$ cat src/rtl/noror_sweep_ctrl_pkg.sv
// Shared types and constants for the OR/NOR gate self-test sequencer.
package noror_pkg;

    typedef enum logic [1:0] {
        IDLE   = 2'd0,
        SETTLE = 2'd1,
        CHECK  = 2'd2,
        DONE   = 2'd3
    } state_e;

    localparam int NUM_VEC = 16;
    localparam int VEC_W   = 4;
    localparam int ERR_W   = 5;

    function automatic logic exp_or(input logic [VEC_W-1:0] vec);
        return |vec;
    endfunction

endpackage

$ cat src/rtl/noror_sweep_ctrl_if.sv
// Signal bundle between the sweep controller and the gate under test / host.
import noror_pkg::*;

interface noror_sweep_ctrl_if;
    logic             start;
    logic             x;
    logic             y;
    logic             a;
    logic             b;
    logic             c;
    logic             d;
    logic             busy;
    logic             done;
    logic             pass;
    logic [ERR_W-1:0] err_cnt;
    logic [VEC_W-1:0] first_fail;
    logic             fail_seen;

    modport master (
        input  start, x, y,
        output a, b, c, d, busy, done, pass, err_cnt, first_fail, fail_seen
    );

    modport slave (
        output start, x, y,
        input  a, b, c, d, busy, done, pass, err_cnt, first_fail, fail_seen
    );
endinterface

$ cat src/rtl/noror_sweep_ctrl.sv
// Drives all 16 vectors into a 4-input OR/NOR block, samples x/y after a
// settle delay and accumulates error count, pass flag and first failing vector.
module noror_sweep_ctrl
    import noror_pkg::*;
#(
    parameter int SETTLE_CYCLES = 2
) (
    input  logic                clk,
    input  logic                rst,
    noror_sweep_ctrl_if.master  bus
);

    localparam logic [3:0] RELOAD = 4'(SETTLE_CYCLES - 1);

    state_e           state_q, state_d;
    logic [VEC_W-1:0] vec_q, vec_d;
    logic [3:0]       cnt_q, cnt_d;
    logic [ERR_W-1:0] err_q, err_d;
    logic [VEC_W-1:0] ff_q, ff_d;
    logic             fs_q, fs_d;
    logic             pass_q, pass_d;
    logic [VEC_W-1:0] abcd_q, abcd_d;
    logic             mismatch;

    // Both outputs wrong still counts as a single failing vector.
    assign mismatch = (bus.x != exp_or(vec_q)) || (bus.y != ~exp_or(vec_q));

    always_ff @(posedge clk) begin
        if (rst) begin
            state_q <= IDLE;
            vec_q   <= '0;
            cnt_q   <= '0;
            err_q   <= '0;
            ff_q    <= '0;
            fs_q    <= 1'b0;
            pass_q  <= 1'b0;
            abcd_q  <= '0;
        end else begin
            state_q <= state_d;
            vec_q   <= vec_d;
            cnt_q   <= cnt_d;
            err_q   <= err_d;
            ff_q    <= ff_d;
            fs_q    <= fs_d;
            pass_q  <= pass_d;
            abcd_q  <= abcd_d;
        end
    end

    always_comb begin
        state_d = state_q;
        vec_d   = vec_q;
        cnt_d   = cnt_q;
        err_d   = err_q;
        ff_d    = ff_q;
        fs_d    = fs_q;
        pass_d  = pass_q;
        abcd_d  = abcd_q;
        case (state_q)
            IDLE: begin
                abcd_d = '0;
                if (bus.start) begin
                    state_d = SETTLE;
                    vec_d   = '0;
                    cnt_d   = RELOAD;
                    err_d   = '0;
                    ff_d    = '0;
                    fs_d    = 1'b0;
                    pass_d  = 1'b0;
                end
            end
            SETTLE: begin
                if (cnt_q == '0) state_d = CHECK;
                else             cnt_d   = cnt_q - 4'd1;
            end
            CHECK: begin
                if (mismatch) begin
                    err_d = err_q + 1'b1;
                    if (!fs_q) begin
                        ff_d = vec_q;
                        fs_d = 1'b1;
                    end
                end
                // pass must already be valid in the DONE cycle, so use the updated count.
                if (vec_q == VEC_W'(NUM_VEC - 1)) begin
                    state_d = DONE;
                    pass_d  = (err_d == '0);
                end else begin
                    state_d = SETTLE;
                    vec_d   = vec_q + 1'b1;
                    abcd_d  = vec_q + 1'b1;
                    cnt_d   = RELOAD;
                end
            end
            DONE: begin
                state_d = IDLE;
                abcd_d  = '0;
            end
            default: state_d = IDLE;
        endcase
    end

    always_comb begin
        bus.busy = (state_q != IDLE);
        bus.done = (state_q == DONE);
    end

    assign {bus.a, bus.b, bus.c, bus.d} = abcd_q;
    assign bus.err_cnt    = err_q;
    assign bus.first_fail = ff_q;
    assign bus.fail_seen  = fs_q;
    assign bus.pass       = pass_q;

endmodule

$ cat src/flat_wrapper.sv
// flat-port wrapper written by rule: the top's interface ports become plain ports
module noror_sweep_ctrl_flat import noror_pkg::*;
#(
    parameter int SETTLE_CYCLES = 2
)
  (clk, rst, bus_start, bus_x, bus_y, bus_a, bus_b, bus_c, bus_d, bus_busy, bus_done, bus_pass, bus_err_cnt, bus_first_fail, bus_fail_seen);
  noror_sweep_ctrl_if bus_i ();
  input  logic clk;
  input  logic rst;
  input wire logic [$bits(bus_i.start)-1:0] bus_start;
  input wire logic [$bits(bus_i.x)-1:0] bus_x;
  input wire logic [$bits(bus_i.y)-1:0] bus_y;
  output wire logic [$bits(bus_i.a)-1:0] bus_a;
  output wire logic [$bits(bus_i.b)-1:0] bus_b;
  output wire logic [$bits(bus_i.c)-1:0] bus_c;
  output wire logic [$bits(bus_i.d)-1:0] bus_d;
  output wire logic [$bits(bus_i.busy)-1:0] bus_busy;
  output wire logic [$bits(bus_i.done)-1:0] bus_done;
  output wire logic [$bits(bus_i.pass)-1:0] bus_pass;
  output wire logic [$bits(bus_i.err_cnt)-1:0] bus_err_cnt;
  output wire logic [$bits(bus_i.first_fail)-1:0] bus_first_fail;
  output wire logic [$bits(bus_i.fail_seen)-1:0] bus_fail_seen;
  assign bus_i.start = bus_start;
  assign bus_i.x = bus_x;
  assign bus_i.y = bus_y;
  assign bus_a = bus_i.a;
  assign bus_b = bus_i.b;
  assign bus_c = bus_i.c;
  assign bus_d = bus_i.d;
  assign bus_busy = bus_i.busy;
  assign bus_done = bus_i.done;
  assign bus_pass = bus_i.pass;
  assign bus_err_cnt = bus_i.err_cnt;
  assign bus_first_fail = bus_i.first_fail;
  assign bus_fail_seen = bus_i.fail_seen;
  noror_sweep_ctrl #(.SETTLE_CYCLES(SETTLE_CYCLES)) u_core (.clk(clk), .rst(rst), .bus(bus_i));
endmodule
$ cat config.mk
export PLATFORM = sky130hd
export DESIGN_NAME = noror_sweep_ctrl_flat
export DESIGN_NICKNAME = d
export VERILOG_FILES = /design/src/rtl/noror_sweep_ctrl_pkg.sv /design/src/rtl/noror_sweep_ctrl_if.sv /design/src/rtl/noror_sweep_ctrl.sv /design/src/flat_wrapper.sv
export SDC_FILE = /design/constraint.sdc
export NUM_CORES = 1
export LEC_CHECK = 0
export CORE_ASPECT_RATIO = 1.25
export CORE_MARGIN = 3
export CORE_UTILIZATION = 57
export DETAILED_ROUTE_END_ITERATION = 10
export MAX_ROUTING_LAYER = met4
export PLACE_DENSITY = 0.84
export SKIP_LAST_GASP = 1
export SLEW_MARGIN = 20
export SYNTH_ARGS = -nofsm -noshare
export SYNTH_HDL_FRONTEND = slang
export SYNTH_SLANG_ARGS = --single-unit
export TNS_END_PERCENT = 20
$ cat constraint.sdc
create_clock -name clk -period 2.9 [get_ports clk]
set_input_delay 0.58 -clock clk [delete_from_list [all_inputs] [get_ports clk]]
set_output_delay 0.58 -clock clk [all_outputs]
set_load 0.05 [all_outputs]
; ---- Word level (Yosys, flattened, before mapping)
; Cells that the tools add are included.
[classes]
bitwise = 1
n_eq_ne = 13
n_addsub = 3
reduce_logical = 18
mux = 24
[ops]
columns = op, n
row1 = 4-bit two-way mux, 7
row2 = 4-bit case mux with 2 select lines, 3
row3 = 5-bit two-way mux, 3
row4 = 4-bit case mux with 3 select lines, 1
row5 = 5-bit case mux with 2 select lines, 1
row6 = 3-bit AND reduction, 3
row7 = "2-bit != test, second input constant", 4
row8 = 2-bit case mux with 4 select lines, 1
row9 = 4-bit AND reduction, 2
row10 = 2-bit two-way mux, 3
row11 = "2-bit by 1-bit != test with 1-bit output, second input constant", 3
row12 = 2-bit AND reduction, 3
row13 = 2-bit nonzero test, 3
row14 = "5-bit by 1-bit adder with 5-bit output, second input constant", 1
row15 = 5-bit zero test, 1
row16 = "4-bit by 1-bit adder with 4-bit output, second input constant", 1
row17 = "2-bit == test, second input constant", 2
row18 = "4-bit == test, second input constant", 1
row19 = 4-bit zero test, 1
row20 = 1-bit case mux with 2 select lines, 2
row21 = 4-bit OR reduction, 1
row22 = "4-bit by 1-bit subtractor with 4-bit output, second input constant", 1
row23 = 1-bit two-way mux, 3
row24 = 3-bit nonzero test, 1
row25 = other kinds (6), 7
[word_totals]
inputBits = 5
output_inout_bits = 17
ff_bits = 25
word_cells = 67

; ---- Logic depth before layout (Yosys ltp)
; Gate-level depths: netlist (run 1).
[logic_depth]
depth_word = 9
mapped_depth = 8
ltp_nobuf = 7

; ---- Worst setup path after synthesis (run 1)
; No wires, ideal clock.
[synth_timing]
kind = register to register
start = reg u_core.vec_q[0]
end = reg u_core.pass_q (netlist: u_core.bus.pass)
setup_ps = 60
n_path_buf = 0
synth_period_minus_slack_ps = 1893
stages_incl_launch_ff = 8
t_arrival_ps = 1834
setup_slack_ps = 1007
required_time_ps = 2840
path_cell_list = dfxtp_1 > inv_1 > ha_1 > nor3b_4 > mux2_4 > or3_1 > a211oi_1 > a41o_1
[synth_via]
elab_chain_cells = 9
elab_cells_between_ends = 13
classes_between = eq/ne: 4 / mux: 4 / bitwise: 1 / reduce/logical: 4
[synth_lines]
columns = element, line_no
row1 = from (decl), noror_sweep_ctrl.sv:16  ; logic [VEC_W-1:0] vec_q, vec_d;
row2 = from (signal assigned), noror_sweep_ctrl.sv:40  ; vec_q <= vec_d;
row3 = 4-bit OR reduction, noror_sweep_ctrl_pkg.sv:16  ; return |vec;
row4 = 1-bit NOT, noror_sweep_ctrl.sv:26  ; assign mismatch = (bus.x != exp_or(vec_q)) || (bus.y != ~exp_or(vec_q));
row5 = 1-bit != test, noror_sweep_ctrl.sv:26
row6 = 1-bit logical OR, noror_sweep_ctrl.sv:26
row7 = 5-bit two-way mux, noror_sweep_ctrl.sv:77  ; if (mismatch) begin
row8 = 5-bit two-way mux, noror_sweep_ctrl.sv:59  ; case (state_q)
row9 = 5-bit zero test, noror_sweep_ctrl.sv:87  ; pass_d = (err_d == '0);
row10 = 1-bit two-way mux, noror_sweep_ctrl.sv:85  ; if (vec_q == VEC_W'(NUM_VEC - 1)) begin
row11 = 1-bit case mux with 2 select lines, noror_sweep_ctrl.sv:59
row12 = to (signal assigned), noror_sweep_ctrl.sv:45  ; pass_q <= pass_d;
row13 = to (decl), noror_sweep_ctrl.sv:21  ; logic pass_q, pass_d;
; Parallel ways exist; a longest one is shown, timed or not. The select of a mux whose other input is x is not followed.
; A chain may end at the register's enable or synchronous reset.

; ---- Worst setup path after layout (run 1)
[layout_timing]
start = reg u_core.state_q[0]
end = out bus_busy
[layout_via]
elab_chain_cells = 1
[layout_lines]
columns = element, line_no
row1 = from (decl), noror_sweep_ctrl.sv:15  ; state_e state_q, state_d;
row2 = from (signal assigned), noror_sweep_ctrl.sv:39  ; state_q <= state_d;
row3 = 2-bit nonzero test, noror_sweep_ctrl.sv:104  ; bus.busy = (state_q != IDLE);
row4 = to (decl), flat_wrapper.sv:17  ; output wire logic [$bits(bus_i.busy)-1:0] bus_busy;
; No other way between the ends.

==> results of run 1 <==
[flip-flops by register name (all words and copies together), names as in the netlist]
signal	flops
u_core.abcd_q	4
u_core.bus.err_cnt	5
u_core.bus.fail_seen	1
u_core.bus.first_fail	4
u_core.bus.pass	1
u_core.cnt_q	4
u_core.state_q	2
u_core.vec_q	4
[routing by layer]
layer,up-vias,share of wire [%],GRT usage [%],wire [um]
li1,674,-,-,-
met1,617,43,24.23,1345
met2,37,51,43.28,1601
met3,5,4.2,4.057,132
met4,0,1.3,8.846,39
met5,-,0,-,0
[layout by cell type, fill, tap and decap left out, types with 2 or more instances in the layout]
master,count
nand3b_1,4
mux2i_1,2
nor2_1,17
a211oi_1,4
clkbuf_4,3
nor3b_1,3
or4_1,2
o21a_1,2
nand2_1,11
inv_1,11
nand4b_1,3
nand4_1,3
clkdlybuf4s50_1,21
a32oi_1,2
a311oi_1,2
nand3_1,6
dfxtp_1,25
o21ai_0,10
nor3_1,6
nand2b_1,3
or3_1,3
ha_1,9
a21oi_1,20
[report_power, final]
group	switching [uW]	internal [uW]	total [uW]
clock	102	53.9	155
sequential	38.4	374	412
combinational	312	177	489
total	452	605	1060
[path summary, 6_finish.rpt]
check        cells past startpoint                            from  slack (ns)                             to
min reg2reg                      2   u_core.abcd_q[1]$_SDFFE_PP0P_        0.48  u_core.abcd_q[1]$_SDFFE_PP0P_
max reg2reg                      7  u_core.state_q[0]$_SDFFE_PP0P_        0.75   u_core.cnt_q[3]$_SDFFE_PP0P_
max                              4  u_core.state_q[0]$_SDFFE_PP0P_        0.29                       bus_busy
min                              2   u_core.abcd_q[1]$_SDFFE_PP0P_        0.48  u_core.abcd_q[1]$_SDFFE_PP0P_
[through the flow]
stage	util [%]	setup WS, ns
after floorplan	-	1.007
after global placement	72.20	0.6197
after detailed placement	72.20	0.5622
after CTS	73.36	0.2936
after global routing	73.36	0.1920
final	73.36	0.2937
[layout make-up]
class	count	area, um2
fill	190	608.1
timing repair buffer	22	217.7
multi-input combinational	131	849.6
inverter	11	41.29
tap	31	38.79
sequential	25	500.5
clock buffer	4	26.28
[logic make-up (layout without fill, tap and decap cells)]
family	count (synthesis)	count (layout)	share of synthesized area [%]
adder cells (fa/ha/maj)	9	9	7.881
flip-flops	25	25	35.03
AND/OR/NAND/NOR	66	66	25.40
XOR/XNOR	2	2	1.226
multiplexers	4	4	3.240
buffers and inverters	18	37	5.516
AO/OA/AOI/OAI	50	50	21.72
[worst register-to-register path, stage by stage (launching register included)]
cell and delay, ns:
dfxtp_1 0.42, inv_1 0.10, ha_1 0.41, and4_2 0.33, nor3_1 0.20, nand2_1 0.14, or3_1 0.34, a21oi_1 0.15
==> flow_metrics.env, run 1 <==
export IMPL_dpl_hpwl_um=2369
export IMPL_min_period_over_period_pct=89.87
export IMPL_path_delay_family="buffers and inverters"
export IMPL_wl_um=3118
export IMPL_gr_usage_all_layers_pct=23.05
export IMPL_synth_seq_area_share_pct=35.03
export IMPL_slew_violations=0
export IMPL_fin_tns_setup_ns=0
export IMPL_peakVddDrop_mv=0.5189
export IMPL_status="complete, no violations"
export IMPL_placed_area_um2=1648
export IMPL_grt_max_degree=20
export IMPL_io_pins=22
export IMPL_max_cap_violations=0
export IMPL_hold_violations=0
export IMPL_finalPower_uw=1056
export IMPL_startpoint_type="register"
export IMPL_die_y_um=61.98
export IMPL_antenna_found_initial=0
export IMPL_cp_slowest_cell="clkdlybuf4s50_1"
export IMPL_relSlewSlack_pct=58.94
export IMPL_drc=0
export IMPL_clk_path_buf_depth=2
export IMPL_tightest_slew_ns=0.6146
export IMPL_layout_drive_gt1_share_pct=4.663
export IMPL_ys_top_cells_by_area="dfxtp_1 (35%), ha_1 (7.9%), a21oi_1 (7.0%)"
export IMPL_antenna_left=0
export IMPL_drtIter0Drc=37
export IMPL_crit_chain="inv_1, ha_1, inv_1, clkdlybuf4s50_1"
export IMPL_clock_latency_ns=0.32
export IMPL_coreArea_um2=2282
export IMPL_cts_tree="built"
export IMPL_cp_num_buf_inv=3
export IMPL_synth_cells=174
export IMPL_portBuffers=21
export IMPL_clk_pin_slew_ns=0.13
export IMPL_synth_main_ff_cell="dfxtp_1"
export IMPL_cts_buffers=3
export IMPL_placedCellCount=220
export IMPL_wire_per_inst_um=13.92
export IMPL_clock_sinks=25
export IMPL_power_density_nw_per_um2=631.0
export IMPL_synth_area_um2=1429
export IMPL_dieArea_um2=3147
export IMPL_stdcell_count=224
export IMPL_required_ns=2.32
export IMPL_clock_skew_ns=0.002309
export IMPL_leakagePower_uw=0.0006280
export IMPL_final_area_um2=1674
export IMPL_syn_avg_cell_area_um2=8.212
export IMPL_via_per_inst=5.951
export IMPL_num_vias=1333
export IMPL_diodes=0
export IMPL_drt_pass1_iterations=4
export IMPL_die_x_um=50.78
export IMPL_max_stage_delay_ns=0.81
export IMPL_setup_viol=0
export IMPL_path_class="reg2out"
export IMPL_core_rowCount=19
export IMPL_post_cts_buffers=0
export IMPL_yosys_warnings=0
export IMPL_grt_ovfl_total=0
export IMPL_synthArstFlopShare_pct=0
export IMPL_yosysMostFrequentCell="dfxtp_1"
export IMPL_initial_utilization_pct=62.61
export IMPL_netlist_cell_type_count=44
export IMPL_hold_buffers=0
export IMPL_rsz0062_at_grt="false"
export IMPL_path_common_cell="inv_1"
export IMPL_hold_worst_slack_ns=0.4758
export IMPL_crit_path_end_kind="primary output"
export IMPL_h_tree_depth=1
export IMPL_areaGrowthSynthToFinish_pct=17.16
export IMPL_syn_num_nets=188
export IMPL_synthTopCellsByCount="dfxtp_1 (25), a21oi_1 (20), nor2_1 (17), inv_1 (11), nand2_1 (11)"
export IMPL_grt_pass1_vias=1253
export IMPL_synth_edf_count=0
export IMPL_fmax_mhz=383.7
export IMPL_cts_resized=0
export IMPL_synth_top_cell_by_area="dfxtp_1"
export IMPL_critPathMaxFanout=5
export IMPL_layout_nets=208
export IMPL_synth_top_cell_area_share_pct=35.03
export IMPL_fin_crit_ns=2.606
export IMPL_grt_pass1_wl_um=5354
export IMPL_hold_path_class="reg2reg"
export IMPL_timing_critical_path_arrival_ns=2.03
export IMPL_gp_congestion=0.8376
export IMPL_cts_root_buf="clkbuf_4"
export IMPL_ys_ff_latch=25
Note: power is estimated with default switching activity, not from simulation.
==> run 2: changes to the inputs <==
- GPL_TIMING_DRIVEN: not set -> 0
- SKIP_LAST_GASP: 1 -> not set
==> run 2 against run 1 <==
Worst setup slack got worse by 0.021 ns. Sequential share of layout area fell by 0.35 points. Clock power up 3%. Utilization increased by 0.88 points. Critical path depth is the same. Total power grew 1.2%. Register-to-register slack improved by 0.04 ns. Global-route usage rose by 1.6 points. Die area stayed put. Sequential power decreased by 2%. Largest cell class unchanged. Largest power group unchanged.
==> flow_metrics.env, run 2 (synthesis gave the netlist of run 1 again) <==
export IMPL_gr_usage_all_layers_pct=24.66
export IMPL_regArea_um2=500.5
export IMPL_min_period_over_period_pct=90.59
export IMPL_worstHoldStart="u_core.abcd_q[1]$_SDFFE_PP0P_"
export IMPL_cts_resized=0
export IMPL_diodes=0
export IMPL_clk_path_buf_depth=2
export IMPL_gp_congestion=0.8541
export IMPL_num_vias=1333
export IMPL_grt_max_degree=14
export IMPL_slew_violations=0
export IMPL_post_cts_buffers=0
export IMPL_antenna_found_initial=0
export IMPL_layout_nets=213
export IMPL_path_class="reg2out"
export IMPL_path_common_cell="inv_1"
export IMPL_drtIter0Drc=30
export IMPL_r2r_start="u_core.vec_q[0]$_SDFFE_PP0P_"
export IMPL_stdcell_count=229
export IMPL_clock_latency_ns=0.33
export IMPL_cp_slowest_cell="clkdlybuf4s50_1"
export IMPL_fin_ws_ns=0.2729
export IMPL_wire_per_inst_um=14.48
export IMPL_hold_worst_slack_ns=0.4712
export IMPL_status="complete, no violations"
export IMPL_peakVddDrop_mv=0.5747
export IMPL_areaGrowthSynthToFinish_pct=18.56
export IMPL_max_cap_violations=0
export IMPL_crit_path_end_kind="primary output"
export IMPL_cts_buffers=3
export IMPL_rsz0062_at_grt="false"
export IMPL_startpoint_type="register"
export IMPL_largest_reg_flops=5
export IMPL_core_rowCount=19
export IMPL_multi_input_area_um2=849.6
export IMPL_cts_root_buf="clkbuf_4"
export IMPL_drc=0
export IMPL_coreArea_um2=2282
export IMPL_grt_ovfl_total=0
export IMPL_io_pins=22
export IMPL_clk_pin_slew_ns=0.13
export IMPL_fin_tns_setup_ns=0
export IMPL_h_tree_depth=1
export IMPL_pre_cts_ws_ns=0.4902
export IMPL_via_per_inst=5.821
export IMPL_crit_chain="inv_1, ha_1, inv_1, clkdlybuf4s50_1"
export IMPL_cts_tree="built"
export IMPL_clock_skew_ns=0.007061
export IMPL_cp_num_buf_inv=3
export IMPL_clock_sinks=25
export IMPL_fillers=201
export IMPL_max_stage_delay_ns=0.81
export IMPL_hold_path_class="reg2reg"
export IMPL_layout_commonest_cell="dfxtp_1"
export IMPL_fmax_mhz=380.6
export IMPL_required_ns=2.32
export IMPL_drt_pass1_iterations=4
export IMPL_crit_start="u_core.state_q[0]$_SDFFE_PP0P_"
export IMPL_path_delay_family="buffers and inverters"
export IMPL_layout_drive_gt1_share_pct=5.051
export IMPL_die_x_um=50.78
export IMPL_fin_crit_ns=2.627
export IMPL_relSlewSlack_pct=61.40
export IMPL_tightest_slew_ns=0.5778
export IMPL_leakagePower_uw=0.0006366
export IMPL_grt_pass1_vias=1298
export IMPL_placedCellCount=225
export IMPL_initial_utilization_pct=62.61
export IMPL_dieArea_um2=3147
export IMPL_final_cell_mix="dfxtp_1 (25), a21oi_1 (20), clkdlybuf4s50_1 (20)"
export IMPL_setup_viol=0
export IMPL_grt_pass1_wl_um=5720
export IMPL_critPathMaxFanout=5
export IMPL_power_density_nw_per_um2=631.2
export IMPL_die_y_um=61.98
export IMPL_dpl_hpwl_um=2488
export IMPL_portBuffers=20
export IMPL_wl_um=3317
export IMPL_antenna_left=0
export IMPL_hold_buffers=0
export IMPL_timing_critical_path_arrival_ns=2.05
export IMPL_hold_violations=0
run 2: cell type report:
| class | instances | area share [%] |
|---|---|---|
| plain buffers | 7 | 2.216 |
| clock buffers | 4 | 1.551 |
| inverters | 11 | 2.437 |
| multi-input cells | 131 | 50.15 |
| flip-flops and latches | 25 | 29.54 |
| well taps | 31 | 2.290 |
| repair buffers | 20 | 11.82 |
run 2: path summary, 6_finish.rpt:
| check | end | slack, ns | cells after the start |
|---|---|---|---|
| setup / recovery | bus_busy | 0.27 | 4 |
| hold / removal | u_core.abcd_q[1]$_SDFFE_PP0P_ | 0.47 | 2 |
| setup reg to reg | u_core.bus.pass$_SDFFE_PP0P_ | 0.79 | 7 |
| hold reg to reg | u_core.abcd_q[1]$_SDFFE_PP0P_ | 0.47 | 2 |
run 2: power by group:
part,internal [uW],switching [uW]
Combinational,182,324
Clock,54.0,106
Sequential,374,29.2
Total,610,459
run 2: worst register-to-register path, cell delays in order (launching register included):
cell and delay [ns]:
dfxtp_1 0.39, inv_1 0.08, ha_1 0.14, nor3b_4 0.27, mux2_4 0.38, or3_1 0.33, a211oi_1 0.28, a41o_1 0.19
run 2: metrics by stage:
step	instance area (um2)	total power, uW	utilization, %
final	1694	1069	74.23
after global routing	1694	1151	74.23
after CTS	1694	1077	74.23
after detailed placement	1668	914.0	73.08
after global placement	1668	896.7	73.08
after floorplan	1429	794.9	-
run 2: routing by layer:
layer | wire length [um] | up-vias | GRT usage (%)
met5 | 0 | - | -
met4 | 72 | 0 | 13.46
met3 | 141 | 7 | 3.819
met2 | 1647 | 36 | 41.79
met1 | 1456 | 612 | 28.28
li1 | - | 678 | -
==> run 3: changes to the inputs <==
- CAP_MARGIN: not set -> 10
- CORE_MARGIN: 3 -> 5
- CORE_UTILIZATION: 57 -> 48
- PLACE_DENSITY: 0.84 -> 0.75
- clock period: 2.9 -> 2.1 ns (I/O delays scaled with it)
==> run 3 against run 2 <==
Non-clock buffer count up 3. Routed wire length up 6.4%. Clock skew up 0.0021 ns. Clock power up 42%. Critical path depth up 3. Worst setup slack worse by 0.18 ns. Via count up 4.9%. Combinational power up 43%. Global-route usage down 6.7 points. Hold slack better by 0.0026 ns. Die area up 33%. Cell area up 3.6%. Critical path type is now reg2reg.
==> flow_metrics.env, run 3 (synthesis gave the netlist of run 1 again) <==
export IMPL_status="complete, no violations"
export IMPL_peakVddDrop_mv=0.5803
export IMPL_crit_path_end_kind="register"
export IMPL_drtIter0Drc=36
export IMPL_layout_commonest_cell="dfxtp_1"
export IMPL_drc=0
export IMPL_areaGrowthSynthToFinish_pct=22.85
export IMPL_slew_violations=0
export IMPL_dpl_hpwl_um=2540
export IMPL_layout_nets=216
export IMPL_die_x_um=58.80
export IMPL_required_ns=2.38
export IMPL_hold_violations=0
export IMPL_die_y_um=71
export IMPL_leakagePower_uw=0.0007293
export IMPL_grt_max_degree=16
export IMPL_portBuffers=20
export IMPL_max_cap_violations=0
export IMPL_p_int_uw=854.0
export IMPL_utilization_pct=60.74
export IMPL_diodes=0
export IMPL_antenna_left=0
export IMPL_relSlewSlack_pct=60.85
export IMPL_clk_pin_slew_ns=0.15
export IMPL_hold_path_class="reg2reg"
export IMPL_setup_viol=0
export IMPL_placed_area_um2=1674
export IMPL_fin_crit_ns=2.004
export IMPL_wl_um=3530
export IMPL_cts_tree="built"
export IMPL_hold_worst_slack_ns=0.4738
export IMPL_dieArea_um2=4175
export IMPL_coreArea_um2=2890
export IMPL_num_vias=1398
export IMPL_grt_pass1_vias=1377
export IMPL_grt_pass1_wl_um=5865
export IMPL_switchingPower_uw=653.4
export IMPL_antenna_found_initial=0
export IMPL_finalPower_uw=1507
export IMPL_largest_reg_flops=5
export IMPL_cts_buffers=3
export IMPL_clock_latency_ns=0.33
export IMPL_pwr_share_clk_pct=15.1
export IMPL_critPathMaxFanout=8
export IMPL_h_tree_depth=1
export IMPL_hold_buffers=0
export IMPL_io_pins=22
export IMPL_gr_usage_all_layers_pct=17.93
export IMPL_clock_sinks=25
export IMPL_startpoint_type="register"
export IMPL_grt_ovfl_total=0
export IMPL_core_rowCount=22
export IMPL_tightest_slew_ns=0.5872
export IMPL_wire_per_inst_um=14.89
export IMPL_fin_tns_setup_ns=0
export IMPL_rsz0062_at_grt="true"
export IMPL_min_period_over_period_pct=95.45
export IMPL_drt_pass1_iterations=4
export IMPL_fmax_mhz=498.9
export IMPL_cts_root_buf="clkbuf_4"
export IMPL_clk_path_buf_depth=2
export IMPL_clock_skew_ns=0.009111
export IMPL_via_per_inst=5.899
export IMPL_path_class="reg2reg"
export IMPL_initial_utilization_pct=49.44
export IMPL_layout_drive_gt1_share_pct=11.44
export IMPL_final_cell_mix="dfxtp_1 (22), a21oi_1 (20), nor2_1 (17)"
export IMPL_p_comb_share_pct=48.0
export IMPL_p_sw_share_pct=43.35
export IMPL_seqPwrFrac_pct=37.0
export IMPL_timing_critical_path_arrival_ns=2.28
export IMPL_final_area_um2=1755
export IMPL_power_density_nw_per_um2=858.7
export IMPL_gp_congestion=0.8536
-- run 3: final timing paths --
check	from	to	slack [ns]	cells after the start
hold / removal	u_core.abcd_q[1]$_SDFFE_PP0P_	u_core.abcd_q[1]$_SDFFE_PP0P_	0.47	2
hold reg to reg	u_core.abcd_q[1]$_SDFFE_PP0P_	u_core.abcd_q[1]$_SDFFE_PP0P_	0.47	2
setup / recovery	u_core.vec_q[0]$_SDFFE_PP0P_	u_core.bus.pass$_SDFFE_PP0P_	0.1	7
setup reg to reg	u_core.vec_q[0]$_SDFFE_PP0P_	u_core.bus.pass$_SDFFE_PP0P_	0.1	7
-- run 3: what timing repair did --
item | CTS | global route
buffers inserted | 0 | 4
endpoints found under the setup margin | 5 | 13
resized for setup | 7 | 11
pin swaps | 0 | 2
-- run 3: power by group through the flow --
stage / clock, uW / sequential, uW / combinational (uW)
2_1_floorplan: 0 / 581 / 517
3_3_place_gp: 0 / 563 / 683
3_5_place_dp: 0 / 566 / 697
4_1_cts: 238 / 558 / 698
5_1_grt: 255 / 565 / 799
6_report: 227 / 558 / 723
-- run 3: layout make-up --
class                   instances  area (um2)
flip-flops and latches         25       506.7
plain buffers                   6       33.78
repair buffers                 24       234.0
clock inverters                 1       7.507
multi-input cells             131       864.6
clock buffers                   3       22.52
well taps                      36       45.04
fillers                       264        1135
inverters                      11       41.29
-- run 3: stage by stage --
step	worst slack, ns	cells
after floorplan	0.2068	174
after global placement	-0.07913	230
after detailed placement	-0.1511	230
after CTS	0.005349	234
after global routing	-0.007406	237
final	0.09562	237
-- run 3: critical path, stage by stage (launching register included) --
cell      delay, ns
dfxtp_4        0.40
inv_1          0.06
ha_1           0.14
nor3b_4        0.27
mux2_4         0.38
or3_1          0.34
a211oi_2       0.20
a41o_1         0.17
-- run 3: routing by layer --
metal | up-vias | wire, um | global-route usage (%)
li1 | 684 | - | -
met1 | 663 | 1449 | 20.65
met2 | 43 | 1824 | 30.84
met3 | 8 | 164 | 2.007
met4 | 0 | 92 | 7.305
met5 | - | 0 | -
==> RTL edit (flow settings as in run 3) <==
Take the reset off `ff_q` and load it in a clocked block of its own.
--- a/src/rtl/noror_sweep_ctrl.sv
+++ b/src/rtl/noror_sweep_ctrl.sv
@@ -32,5 +32,4 @@
             cnt_q   <= '0;
             err_q   <= '0;
-            ff_q    <= '0;
             fs_q    <= 1'b0;
             pass_q  <= 1'b0;
@@ -41,9 +40,12 @@
             cnt_q   <= cnt_d;
             err_q   <= err_d;
-            ff_q    <= ff_d;
             fs_q    <= fs_d;
             pass_q  <= pass_d;
             abcd_q  <= abcd_d;
         end
+    end
+
+    always_ff @(posedge clk) begin
+        ff_q <= ff_d;
     end
 
Behaviour: differs if rst is asserted again (counterexample within 10 cycles, from zero or initial values and one cycle with rst high); with rst held inactive, the same outputs for 10 cycles.
==> RTL edit against run 3 <==
  * Final cell count fell by 3.0%
  * Sequential share of layout area increased by 1.8 points
  * Power rose by 28%
  * Utilization up 0.91 points
  * Critical path depth unchanged
  * Sequential cell count unchanged
  * Wire length is 7.7% lower
  * Setup slack worse by 0.045 ns
  * First-iteration DRC count up 28%
  * Cell area increased by 1.5%
  * Synthesized cell count is 3.4% lower
  * Clock skew fell by 0.0063 ns
  * Count of clock-buffer cells in the layout increased by 1
  * Synthesized area decreased by 0.18%
==> RTL edit: results (changes against run 3) <==
| Metric | Value |
|---|---|
| Synth unique cells | `42 (-4.5%)` |
| Post-synth EDFFs | `4 (+4)` |
| Tot GR Track Use | `16.3% (-1.7 points)` |
| Skew-Pair Late Insertion Delay | `0.31 ns (-0.02 ns)` |
| Total wire length | `3.26 mm (-7.7%)` |
| Post-Synth Adder-Cell Area | `7.89% (+0.014 points)` |
| CTS clk-pin slew, worst paths | `0.13 ns (-0.02 ns)` |
| Dpl ws | `-0.361 ns (-0.210 ns)` |
| WP data arrival | `2.30 ns (+0.02 ns)` |
| Syn_nets | `182 (-3.2%)` |
| First-pass GRT wire length | `5.34 mm (-9.0%)` |
| Sequential share of the synthesized area | `37.9% (+2.9 points)` |
| IO Port Bufs | `21 (+5.0%)` |
| TritonRoute pass-1 iters | `7 (+3)` |
| Static leakage | `0.000686 uW (-5.9%)` |
| GPL Wtd Cong | `0.877 (+2.8%)` |
| Final Hold Slack | `0.469 ns (-0.00446 ns)` |
| Mux cell area share after synthesis | `0.702% (-2.5 points)` |
| DP HPWL | `2.34 mm (-7.8%)` |
| Relative slew slack | `63.9% (+3.1 points)` |
| Max reg flops | `5 (unchanged)` |
| Nets | `209 (-3.2%)` |
| Xor and xnor area share after synthesis | `1.84% (+0.62 points)` |
| DR vias/cell | `5.84 (-1.0%)` |
| Depth of the worst register-to-register path | `7 (unchanged)` |
| Largest net degree at the start of global routing | `14 (-2)` |
| Main combinational cell family by area after synthesis | `simple AND/OR/NAND/NOR gates` |
| Result of the run | `finished clean` |
| Vias in the first global route | `1249 (-9.3%)` |
| Drt initial violations | `46 (+28%)` |
| Clk_skew | `0.00278 ns (-0.00633 ns)` |
| Peak supply drop | `622 uV (+7.2%)` |
| Top post-synthesis cells by count | `21 x dfxtp_1, 18 x a21oi_1, 16 x nor2_1` |
| Compound-Gate Fraction of Synth Area | `19.4% (-2.3 points)` |
| Share of cells above drive strength 1 | `12.4% (+0.93 points)` |
RTL edit: layout make-up:
cell class,count,area [sq um]
Buffer,7,50.0
Inverter,9,35.0
Timing Repair Buffer,22,216
Multi-Input combinational cell,127,862
Sequential cell,25,547
Fill cell,270,1110
Clock buffer,4,26.3
Tap cell,36,45.0
RTL edit: kinds of logic after synthesis:
logic type               Yosys count
AND/OR/NAND/NOR                   70
AO/OA/AOI/OAI                     44
flip-flops                        25
buffers and inverters             16
adder cells (fa/ha/maj)            9
XOR/XNOR                           3
multiplexers                       1
RTL edit: power by group:
group          total (uW)  internal, uW  switching (uW)
registers             638           586            52.5
logic                1070           400             674
clock network         216          74.2             142
RTL edit: through the flow:
stage	cells	setup TNS [ns]	total power [uW]	area, sq um
after floorplan	168	0	1350	1430
after global routing	230	-0.0588	2060	1780
after global placement	225	-2.15	1590	1680
after detailed placement	225	-2.76	1610	1680
after CTS	229	-0.00616	1840	1720
final	230	0	1930	1780
RTL edit: what timing repair did:
item | CTS | global route
gates cloned | 0 | 1
pin swaps | 0 | 2
setup endpoints to repair | 17 | 18
resized for setup | 11 | 19
RTL edit: path summary, 6_finish.rpt:
check / startpoint / to
max: u_core.state_q[0]$_SDFFE_PP0P_ / u_core.cnt_q[3]$_SDFFE_PP0P_
min: u_core.abcd_q[1]$_SDFFE_PP0P_ / u_core.abcd_q[1]$_SDFFE_PP0P_
max reg2reg: u_core.state_q[0]$_SDFFE_PP0P_ / u_core.cnt_q[3]$_SDFFE_PP0P_
min reg2reg: u_core.abcd_q[1]$_SDFFE_PP0P_ / u_core.abcd_q[1]$_SDFFE_PP0P_
RTL edit: metal layers:
metal	global-route usage, %	vias up	part of all wire [%]
li1	-	661	-
met1	19.5	644	45
met2	27.5	32	50
met3	1.82	6	3.6
met4	5.79	0	1.3
met5	-	-	0
